<file path="config.mk">
export PLATFORM = sky130hd
export DESIGN_NAME = uart_pack_flat
export DESIGN_NICKNAME = d
export VERILOG_FILES = /design/src/rtl/uart_pack_if.sv /design/src/rtl/uart_pack.sv /design/src/flat_wrapper.sv
export SDC_FILE = /design/constraint.sdc
export NUM_CORES = 1
export LEC_CHECK = 0
export ABC_AREA = 1
export BUFFER_PORTS_ARGS = -buffer_cell sky130_fd_sc_hd__buf_2
export CAP_MARGIN = 25
export CORE_MARGIN = 2
export CORE_UTILIZATION = 53
export CTS_CLUSTER_DIAMETER = 100
export CTS_CLUSTER_SIZE = 12
export DETAILED_ROUTE_END_ITERATION = 7
export GPL_TIMING_DRIVEN = 0
export PLACE_DENSITY = 0.81
export SYNTH_ARGS = -nofsm -noshare
export SYNTH_HDL_FRONTEND = slang
export SYNTH_SLANG_ARGS = --single-unit
</file>
<file path="constraint.sdc">
create_clock -name clk -period 6 [get_ports clk]
set_clock_uncertainty 0.1 [all_clocks]
set_input_delay 0.6 -clock clk [delete_from_list [all_inputs] [get_ports clk]]
set_output_delay 0.6 -clock clk [all_outputs]
set_load 0.01 [all_outputs]
</file>
<file path="src/rtl/uart_pack_if.sv">
// Byte-stream handshake between the packet builder and the UART transmitter.
interface uart_pack_if;
  logic       tx_valid;
  logic [7:0] tx_data;
  logic       tx_ready;

  modport master (output tx_valid, tx_data, input tx_ready);
  modport slave  (input tx_valid, tx_data, output tx_ready);
endinterface

</file>
<file path="src/rtl/uart_pack.sv">
// Serialises a snapshot of the scaler parameters into a framed packet:
// 00, type, payload, FF, 00, one byte per valid/ready handshake.
module uart_pack #(
  parameter int GAP_CYCLES = 0
) (
  input  logic        clk,
  input  logic        rst,
  input  logic        pkt_req,
  input  logic [3:0]  pkt_type,
  input  logic [15:0] start_x,
  input  logic [15:0] start_y,
  input  logic [15:0] end_x,
  input  logic [15:0] end_y,
  input  logic [15:0] size_x,
  input  logic [15:0] size_y,
  input  logic [7:0]  algorithm,
  uart_pack_if.master tx,
  output logic        busy,
  output logic        pkt_done
);
  localparam int GW = (GAP_CYCLES > 0) ? $clog2(GAP_CYCLES + 1) : 1;
  localparam logic [GW-1:0] GAP_LOAD = GW'(GAP_CYCLES);

  typedef enum logic [2:0] {IDLE, HD0, HD1, DATA, END0, END1} state_t;
  state_t state;

  logic [3:0]    s_type;
  logic [15:0]   s_sx, s_sy, s_ex, s_ey, s_zx, s_zy;
  logic [7:0]    s_alg;
  logic [3:0]    byte_cnt;
  logic [GW-1:0] gap_cnt;

  logic       fire;
  logic       short_pkt;
  logic [3:0] pay_len;
  logic [3:0] nxt_idx;
  logic [7:0] pay_byte;

  assign fire      = tx.tx_valid && tx.tx_ready;
  assign short_pkt = (s_type == 4'd1);
  assign pay_len   = short_pkt ? 4'd5 : 4'd9;
  assign nxt_idx   = (state == HD1) ? 4'd1 : byte_cnt + 4'd1;

  // Payload byte that will be presented after the current handshake.
  always_comb begin
    pay_byte = s_alg;
    if (short_pkt) begin
      case (nxt_idx)
        4'd1:    pay_byte = s_zx[15:8];
        4'd2:    pay_byte = s_zx[7:0];
        4'd3:    pay_byte = s_zy[15:8];
        4'd4:    pay_byte = s_zy[7:0];
        default: pay_byte = s_alg;
      endcase
    end else begin
      case (nxt_idx)
        4'd1:    pay_byte = s_sx[15:8];
        4'd2:    pay_byte = s_sx[7:0];
        4'd3:    pay_byte = s_sy[15:8];
        4'd4:    pay_byte = s_sy[7:0];
        4'd5:    pay_byte = s_ex[15:8];
        4'd6:    pay_byte = s_ex[7:0];
        4'd7:    pay_byte = s_ey[15:8];
        4'd8:    pay_byte = s_ey[7:0];
        default: pay_byte = s_alg;
      endcase
    end
  end

  always_ff @(posedge clk or posedge rst) begin
    if (rst) begin
      state       <= IDLE;
      tx.tx_valid <= 1'b0;
      tx.tx_data  <= 8'h00;
      busy        <= 1'b0;
      pkt_done    <= 1'b0;
      s_type      <= 4'h0;
      s_sx        <= 16'h0;
      s_sy        <= 16'h0;
      s_ex        <= 16'h0;
      s_ey        <= 16'h0;
      s_zx        <= 16'h0;
      s_zy        <= 16'h0;
      s_alg       <= 8'h0;
      byte_cnt    <= 4'd0;
      gap_cnt     <= '0;
    end else begin
      pkt_done <= 1'b0;
      if (state == IDLE) begin
        if (pkt_req) begin
          s_type      <= pkt_type;
          s_sx        <= start_x;
          s_sy        <= start_y;
          s_ex        <= end_x;
          s_ey        <= end_y;
          s_zx        <= size_x;
          s_zy        <= size_y;
          s_alg       <= algorithm;
          state       <= HD0;
          busy        <= 1'b1;
          tx.tx_valid <= 1'b1;
          tx.tx_data  <= 8'h00;
        end
      end else if (fire) begin
        case (state)
          HD0: begin
            tx.tx_data <= {4'h0, s_type};
            state      <= HD1;
          end
          HD1: begin
            tx.tx_data <= pay_byte;
            byte_cnt   <= 4'd1;
            state      <= DATA;
          end
          DATA: begin
            if (byte_cnt == pay_len) begin
              tx.tx_data <= 8'hFF;
              state      <= END0;
            end else begin
              tx.tx_data <= pay_byte;
              byte_cnt   <= nxt_idx;
            end
          end
          END0: begin
            tx.tx_data <= 8'h00;
            state      <= END1;
          end
          default: begin
            state    <= IDLE;
            busy     <= 1'b0;
            pkt_done <= 1'b1;
          end
        endcase
        // The final tail byte is never followed by a gap.
        if (state == END1) begin
          tx.tx_valid <= 1'b0;
        end else if (GAP_CYCLES > 0) begin
          tx.tx_valid <= 1'b0;
          gap_cnt     <= GAP_LOAD;
        end
      end else if (gap_cnt != '0) begin
        gap_cnt <= gap_cnt - 1'b1;
        if (gap_cnt == GW'(1)) tx.tx_valid <= 1'b1;
      end
    end
  end
endmodule

</file>
<file path="src/flat_wrapper.sv">
// flat-port wrapper written by rule: the top's interface ports become plain ports
module uart_pack_flat 
#(
  parameter int GAP_CYCLES = 0
)
  (clk, rst, pkt_req, pkt_type, start_x, start_y, end_x, end_y, size_x, size_y, algorithm, busy, pkt_done, tx_tx_valid, tx_tx_data, tx_tx_ready);
  uart_pack_if tx_i ();
  input  logic clk;
  input  logic rst;
  input  logic pkt_req;
  input  logic [3:0] pkt_type;
  input  logic [15:0] start_x;
  input  logic [15:0] start_y;
  input  logic [15:0] end_x;
  input  logic [15:0] end_y;
  input  logic [15:0] size_x;
  input  logic [15:0] size_y;
  input  logic [7:0] algorithm;
  output logic busy;
  output logic pkt_done;
  output wire logic [$bits(tx_i.tx_valid)-1:0] tx_tx_valid;
  output wire logic [$bits(tx_i.tx_data)-1:0] tx_tx_data;
  input wire logic [$bits(tx_i.tx_ready)-1:0] tx_tx_ready;
  assign tx_tx_valid = tx_i.tx_valid;
  assign tx_tx_data = tx_i.tx_data;
  assign tx_i.tx_ready = tx_tx_ready;
  uart_pack #(.GAP_CYCLES(GAP_CYCLES)) u_core (.clk(clk), .rst(rst), .pkt_req(pkt_req), .pkt_type(pkt_type), .start_x(start_x), .start_y(start_y), .end_x(end_x), .end_y(end_y), .size_x(size_x), .size_y(size_y), .algorithm(algorithm), .tx(tx_i), .busy(busy), .pkt_done(pkt_done));
endmodule
</file>
==> impl_metrics.yaml, run 1 <==
yosys:
  synth-main-ff-cell: "dfrtp_1"
  synth_edf_count: 0
  synth.yosys.seq_area_share_pct: 52.5
  yosysMostFrequentCell: "nand2_1"
  ys_warn_count: 0
  yosysUniqueCellTypes: 25
  ys_top_cells_by_area: "dfrtp_1, mux2_2, nand2_1"
  netlist_area_um2: 6000
  synth.top_cells.by_count: "nand2_1, dfrtp_1, mux2_2"
  synth_top_area_share_pct: 52.5
  yosysTopAreaCell: "dfrtp_1"
  syn_avg_cell_area_um2: 9.35
  syn_inst: 642
  synth_seq_cells: 126
  synth_fp_nets: 756
  synthArstFlopShare_pct: 100
global_route:
  grt_start_max_net_pins: 69
  overflow: 0
  grt_usage_pct: 27.1
  grt_pass1_wl_mm: 26.3
  antenna_found_initial: 0
  grt_pass1_vias: 5497
timing:
  fin_crit_sh_pct: 47.5
  drv_slew: 0
  setup_slack_ps: 3150
  grt_setup_unrepaired: "no"
  slew_headroom_pct: 51.0
  worst_pin_slew_ps: 736
  fmax_ghz: 0.351
  setup_viol: 0
  finalCriticalPeriod_ps: 2850
  final-hold-violation-count: 0
  setup_tns_ps: 0
cells_and_area:
  instances_no_fill: 937
  n_antenna_cell: 0
  layout-area-overhead-vs-synth_pct: 23.6
  design_area_um2: 7420
  nets: 898
  final_layout_size_suffix_gt1_share_pct: 33.5
  fin_util_pct: 67.9
cts:
  clk_pin_slew_ps: 50
  clk_latency_ps: 410
  cts_hold_buf: 0
  clock_path_buffers: 2
  cts_resized: 0
  cts.htree.levels: 4
  cts_made_buffers: 17
  cts_sinks: 126
  cts_setup_buffers: 0
  cts_root_buf: "clkbuf_16"
  cts_tree: "built"
floorplan:
  die-area_um2: 12200
  rows: 38
  core_region_area_um2: 10900
  start_util_pct: 54.9
  die_w_um: 110
  io_pins: 123
  die_y_um: 110
placed_design:
  port_buffers: 122
  pre_cts_ws_ps: 3290
  placed_cell_area_um2: 6820
  gp_congestion: 0.928
  dp_hpwl_mm: 11.7
  dp.cells: 905
critical_path:
  critPathLaunchType: "register"
  crit_required_ps: 6250
  worstPathMaxFanout: 10
  r2r_start: "u_core.byte_cnt[0]"
  worstSetupPathType: "reg2reg"
  r2r-end: "u_core.tx.tx_data[2]"
  cp.arrival_ps: 3100
  cp-end-kind: "register"
  reg2regPathDepth: 15
  reg2reg_slack_ps: 3150
route:
  drc_errors: 0
  wl_per_cell_um: 17.1
  finalWirelength_mm: 16.0
  drt_pass1_iterations: 5
  drt_iter0_drc: 412
  via_per_inst: 5.61
  vias: 5253
  ant_nets: 0
pwr:
  vdd_ir_drop_max_uv: 183
  comb_power_share_pct: 3.0
  power.leakage_nw: 4.16
  clockPowerShare_pct: 53.3
  p_switching_mw: 0.396
  p_int_mw: 1.55
  swShare_pct: 20.3
  p_seq_share_pct: 43.7
  power.density_nw_per_um2: 262
job:
  cap_violations: 0
outcome:
  status: "complete, no violations"
min_path:
  holdCritPathClass: "in2async"
[kinds of logic after synthesis]
family / count (synthesis) / synth area share, %
buffers and inverters: 76 / 5.29
flip-flops: 126 / 52.5
adder cells (fa/ha/maj): 2 / 0.417
AO/OA/AOI/OAI: 73 / 6.56
AND/OR/NAND/NOR: 286 / 20.4
multiplexers: 79 / 14.8
[per-stage QoR]
| stage | total power, mW | hold slack, ps |
|---|---|---|
| final | 1.95 | 138 |
| after global routing | 2.00 | 174 |
| after CTS | 1.95 | 157 |
| after detailed placement | 0.924 | 368 |
| after global placement | 0.920 | 365 |
| after floorplan | 0.878 | 380 |
[cells in the final DEF, fill, tap and decap left out, drive strengths merged]
cell	count
inv	50
dfrtp	126
a21oi	48
ha	2
clkbuf	25
o21ai	9
nand2	137
clkinv	8
o22ai	13
buf	144
nand3	55
o21a	1
nand4	18
clkinvlp	1
nor3	6
nor2	70
a31oi	2
mux2	79
bufinv	3
[worst max-delay path: stages (launching register included)]
cell     delay [ps]
dfrtp_1         480
ha_1            440
inv_1            90
o21ai_0         270
buf_2           290
buf_2           280
nand3_1         120
nand2_1         100
nor2_1           60
nand3_1          80
nand2_1          60
nand2_1          90
nand2_1          80
nand2_1          90
nand2_1          70
nand2_1          80
[power groups by stage]
stage	registers, mW	logic, mW	clock network, mW
2_1_floorplan	0.865	0.0130	0
3_3_place_gp	0.866	0.0542	0
3_5_place_dp	0.865	0.0590	0
4_1_cts	0.850	0.0593	1.04
5_1_grt	0.850	0.0653	1.08
6_report	0.850	0.0581	1.04
[sequential cells by signal, summed over array words and instances, names as in the netlist]
register and flops:
u_core.s_alg 8, u_core.pkt_done 1, u_core.s_zx 16, u_core.state 3, u_core.s_type 4, u_core.s_ex 16
u_core.s_sx 16, u_core.s_sy 16, u_core.s_zy 16, u_core.tx.tx_valid 1, u_core.byte_cnt 4, u_core.s_ey 16
u_core.tx.tx_data 8, u_core.busy 1
[layer usage]
layer	track usage (%)	routed length (um)	up-vias
met5	0	0	-
met4	10.0	510	0
met3	7.03	1060	41
met2	45.8	7990	236
met1	33.5	6480	2537
li1	-	-	2439
[cell type report]
class                      count  area [um^2]
inverter                      51          196
tap                          140          175
clock buffer                  21          460
clock inverter                11          140
fill                         872         3510
multi-input combinational    440         2530
sequential                   126         3150
buffer                        25          126
timing repair buffer         123          638
[how the worst max path moves through the flow]
| stage | end | cells past startpoint | start | slack (ps) |
|---|---|---|---|---|
| global placement | u_core.tx.tx_data[0] | 2 | rst | 780 |
| finish | u_core.tx.tx_data[2] | 15 | u_core.byte_cnt[0] | 3150 |
| floorplan | u_core.busy | 1 | rst | 1940 |
| CTS | u_core.tx.tx_data[2] | 15 | u_core.byte_cnt[0] | 3180 |
| detailed placement | u_core.tx.tx_data[4] | 13 | u_core.byte_cnt[0] | 3290 |
| global route | u_core.tx.tx_data[2] | 15 | u_core.byte_cnt[0] | 2940 |
(Power assumes the default switching activity.)
==> run 2, diff against run 1 <==
CORE_UTILIZATION = 50   (was 53)
PLACE_DENSITY = 0.8   (was 0.81)
clock period = 2.41 ns   (was 6 ns; I/O delays follow)
==> impl_metrics.yaml, run 2 (same netlist as run 1, synthesis figures left out) <==
timing:
  slew_headroom_pct: 47.3
  worst_pin_slew_ps: 790
  grt_setup_unrepaired: "yes"
  fmax_ghz: 0.403
  setup_viol: 6
  whs_ps: -12.4
  fin_crit_sh_pct: 103
  setup_slack_ps: -74.4
  finalCriticalPeriod_ps: 2480
  final-hold-violation-count: 3
  drv_slew: 0
floorplan:
  die_w_um: 114
  start_util_pct: 50.6
  rows: 40
  core_region_area_um2: 11900
  die-area_um2: 12900
  io_pins: 123
  die_y_um: 114
cts:
  cts_tree: "built"
  cts_sinks: 126
  cts.htree.levels: 4
  cts_root_buf: "clkbuf_16"
  cts_made_buffers: 17
  clk_latency_ps: 430
  clock_path_buffers: 2
  clk_pin_slew_ps: 60
critical_path:
  crit_path_end: "u_core.tx.tx_data[4]"
  r2r-end: "u_core.tx.tx_data[4]"
  cp.arrival_ps: 2700
  critPathLaunch: "u_core.byte_cnt[1]"
  cp-end-kind: "register"
  r2r_start: "u_core.byte_cnt[1]"
  reg2regPathDepth: 15
  reg2reg_slack_ps: -70
  critPathLaunchType: "register"
  worstSetupPathType: "reg2reg"
  crit_required_ps: 2620
  worstPathMaxFanout: 10
route:
  drc_errors: 0
  ant_nets: 0
  wl_per_cell_um: 19.7
  vias: 6186
  drt_pass1_iterations: 6
  drt_iter0_drc: 832
  finalWirelength_mm: 20.9
  via_per_inst: 5.83
min_path:
  holdCritPathClass: "in2reg"
global_route:
  grt_pass1_wl_mm: 31.0
  overflow: 0
  grt_pass1_vias: 6213
  antenna_found_initial: 0
  grt_usage_pct: 31.5
  grt_start_max_net_pins: 43
cells_and_area:
  final_layout_size_suffix_gt1_share_pct: 34.0
  fillers: 729
  sequential_cell_area_um2: 3150
  final_cell_mix: "buf_2, nand2_1, dfrtp_1"
  final_common_cell: "buf_2"
  fin_util_pct: 74.0
  n_antenna_cell: 0
  nets: 1015
  design_area_um2: 8770
  layout-area-overhead-vs-synth_pct: 46.1
  multiInputGateArea_um2: 2710
outcome:
  status: "finished, violations left"
  violations: "hold timing, setup timing"
placed_design:
  pre_cts_ws_ps: -307
  port_buffers: 122
  placed_cell_area_um2: 6860
  gp_congestion: 0.888
  dp_hpwl_mm: 12.0
pwr:
  power.density_nw_per_um2: 569
  power.leakage_nw: 4.71
  vdd_ir_drop_max_uv: 491
job:
  cap_violations: 0
## run 2: repair_timing
item / CTS / global route
setup buffers: 6 / 10
hold endpoints to repair: 122 / 0
endpoints found under the setup margin: 8 / 89
pin swaps: 2 / 7
hold buffers: 99 / 0
gates resized for setup: 9 / 52
## run 2: how the worst min path moves through the flow
stage	from	endpoint	slack [ps]	cells past startpoint
floorplan	start_x[10]	u_core.s_sx[10]	290	1
global placement	u_core.tx.tx_data[6]	u_core.tx.tx_data[6]	360	2
detailed placement	rst	u_core.s_sy[8]	240	2
CTS	start_x[6]	u_core.s_sx[6]	0.8	3
global route	start_x[12]	u_core.s_sx[12]	10	3
finish	start_y[15]	u_core.s_sy[15]	-10	3
## run 2: layout make-up
cell class              count  share of cell area, %
well taps                 147                   2.10
plain buffers              25                   1.78
clock buffers              25                   5.42
repair buffers            240                   20.3
clock inverters             7                   1.25
multi-input cells         440                   30.9
inverters                  51                   2.25
flip-flops and latches    126                   35.9
## run 2: worst max-delay path, stage by stage, from the launching register on
cell and delay (ps):
dfrtp_1 420, buf_4 160, ha_4 150, nand2_2 120, nand3_4 130, nand2_2 110, inv_4 70, buf_6 160
nand2_4 100, o22ai_1 100, nor3_1 220, nand2_1 200, nand2_1 120, nand3_1 70, nand2_1 70, nand2_1 50
## run 2: through the flow
stage | hold WS [ps] | TNS, ps | power, mW | std cells
after global placement | 360 | -33880 | 2.30 | 911
after CTS | 0.797 | 0 | 4.97 | 1051
after global routing | 12.5 | -1140 | 5.10 | 1061
after floorplan | 292 | 0 | 2.19 | 642
after detailed placement | 236 | -2060 | 2.31 | 914
final | -12.4 | -295 | 4.99 | 1061
## run 2: where the power goes
group | leakage [nW] | total (mW) | internal, mW | switching [mW]
sequential | 1.58 | 2.12 | 2.12 | 0
clock | 0.289 | 2.59 | 1.67 | 0.919
combinational | 2.84 | 0.285 | 0.179 | 0.106
## run 2: layer usage
metal	up-vias	global-route usage, %	routed length (um)
li1	2666	-	-
met1	2913	38.1	7510
met2	467	54.9	10300
met3	140	5.79	1940
met4	0	14.2	1240
met5	-	0	0
==> run 3, diff against run 2 <==
REMOVE_ABC_BUFFERS = 1   (was default)
==> impl_metrics.yaml, run 3 (same netlist as run 1, synthesis figures left out) <==
global_route:
  grt_pass1_wl_mm: 28.5
  antenna_found_initial: 1
  grt_pass1_vias: 5721
  grt_start_max_net_pins: 66
  grt_usage_pct: 29.0
  overflow: 0
cts:
  cts.htree.levels: 4
  cts_made_buffers: 17
  cts_root_buf: "clkbuf_16"
  cts_tree: "built"
  clock_path_buffers: 2
  clk_pin_slew_ps: 50
  cts_sinks: 126
  clk_latency_ps: 420
route:
  via_per_inst: 5.50
  drc_errors: 0
  drt_iter0_drc: 480
  wl_per_cell_um: 18.2
  finalWirelength_mm: 19.1
  vias: 5779
  ant_nets: 0
  drt_pass1_iterations: 5
cells_and_area:
  final_layout_size_suffix_gt1_share_pct: 33.1
  layout-area-overhead-vs-synth_pct: 46.8
  instances_no_fill: 1050
  final_cell_mix: "nand2_1, dfrtp_1, buf_2"
  fin_util_pct: 74.3
  final_common_cell: "nand2_1"
  nets: 1004
  fillers: 768
placed_design:
  gp_congestion: 0.883
  pre_cts_ws_ps: -548
  port_buffers: 122
  dp_hpwl_mm: 9.89
  dp.cells: 889
timing:
  worst_pin_slew_ps: 665
  grt_setup_unrepaired: "yes"
  slew_headroom_pct: 55.5
  final-hold-violation-count: 0
  fmax_ghz: 0.411
  finalCriticalPeriod_ps: 2430
  fin_crit_sh_pct: 101
  setup_viol: 3
  drv_slew: 0
  setup_slack_ps: -24.0
critical_path:
  reg2reg_slack_ps: -20
  worstSetupPathType: "reg2reg"
  critPathLaunchType: "register"
  cp.arrival_ps: 2640
  crit_required_ps: 2620
  critical-path-max-stage-delay_ps: 410
  cpMaxStageDelayCell: "dfrtp_1"
  worstPathMaxFanout: 5
  cp-end-kind: "register"
  reg2regPathDepth: 14
  path_cells: "buf_4, buf_4, nand4_1, nand3_4, buf_4, nor2_4, buf_4, buf_4, a21oi_1, nand2_1, nand2_1, nand3_1, nand2_1, nand2_1"
  r2r-end: "u_core.tx.tx_data[5]"
  path_common_cell: "buf_4"
  r2r_start: "u_core.byte_cnt[1]"
min_path:
  hold_end: "u_core.s_alg[3]"
  hold_path_startpoint: "algorithm[3]"
  holdCritPathClass: "in2reg"
  holdPathStages: 3
floorplan:
  start_util_pct: 50.6
  die-area_um2: 12900
  core_region_area_um2: 11900
  rows: 40
  die_y_um: 114
  die_w_um: 114
  io_pins: 123
job:
  cap_violations: 0
pwr:
  power.density_nw_per_um2: 558
  vdd_ir_drop_max_uv: 481
  power.leakage_nw: 4.68
outcome:
  violations: "setup timing"
  status: "finished, violations left"
-- run 3: cell types whose count changed in the layout (fill, tap and decap cells not counted), sizes merged --
cell | before | now
clkinv | 5 | 4
inv | 49 | 50
diode | 0 | 1
buf | 163 | 146
clkbuf | 28 | 25
dlygate4sd3 | 99 | 106
bufinv | 3 | 2
nand2 | 137 | 139
-- run 3: metrics by stage --
step	power, mW	cell area (um^2)	setup TNS [ps]	hold slack (ps)
finish	4.92	8810	-38.6	9.70
global route	5.08	8810	-384	16.0
CTS	4.91	8590	0	2.87
detailed placement	2.30	6760	-5290	258
global placement	2.29	6670	-674580	360
floorplan	2.19	5880	-345710	292
-- run 3: worst max-delay path, delay by kind of cell (launching register included) --
family	cells	cell delay, ps
buf+inv	5	720
compound gates	1	270
simple gates	8	820
flops	1	410
-- run 3: timing repair --
item | in CTS | in global routing
buffers inserted | 8 | 13
hold buffers | 106 | 0
resized for setup | 22 | 26
gates cloned | 1 | 1
hold endpoints to repair | 166 | 0
pin swaps | 5 | 11
setup endpoints to repair | 65 | 11
-- run 3: worst max path at each step --
stage,start,endpoint,depth (start not counted)
finish,u_core.byte_cnt[1],u_core.tx.tx_data[5],14
floorplan,u_core.state[0],u_core.state[2],8
CTS,u_core.state[2],u_core.tx.tx_data[2],14
detailed placement,u_core.byte_cnt[0],u_core.tx.tx_data[3],17
global route,u_core.byte_cnt[1],u_core.tx.tx_data[0],15
global placement,u_core.state[0],u_core.state[2],8
-- run 3: final cells by class --
class	instances	area (um^2)	share of cell area [%]
clock buffer	25	495	5.62
tap	147	184	2.09
antenna	1	2.50	0.0284
sequential	126	3160	35.8
multi-input combinational	442	2760	31.3
clock inverter	6	82.6	0.937
inverter	51	204	2.31
timing repair buffer	252	1930	21.9
-- run 3: where the power goes --
| group | internal, mW | switching (mW) |
|---|---|---|
| combinational | 0.181 | 0.109 |
| clock | 1.62 | 0.894 |
| sequential | 2.12 | 0 |
| total | 3.92 | 1.00 |
-- run 3: per-layer routing --
metal / up-vias / wire (um) / global-route usage (%)
li1: 2652 / - / -
met1: 2758 / 7330 / 34.4
met2: 292 / 9770 / 50.5
met3: 77 / 1200 / 6.22
met4: 0 / 803 / 13.4
met5: - / 0 / 0
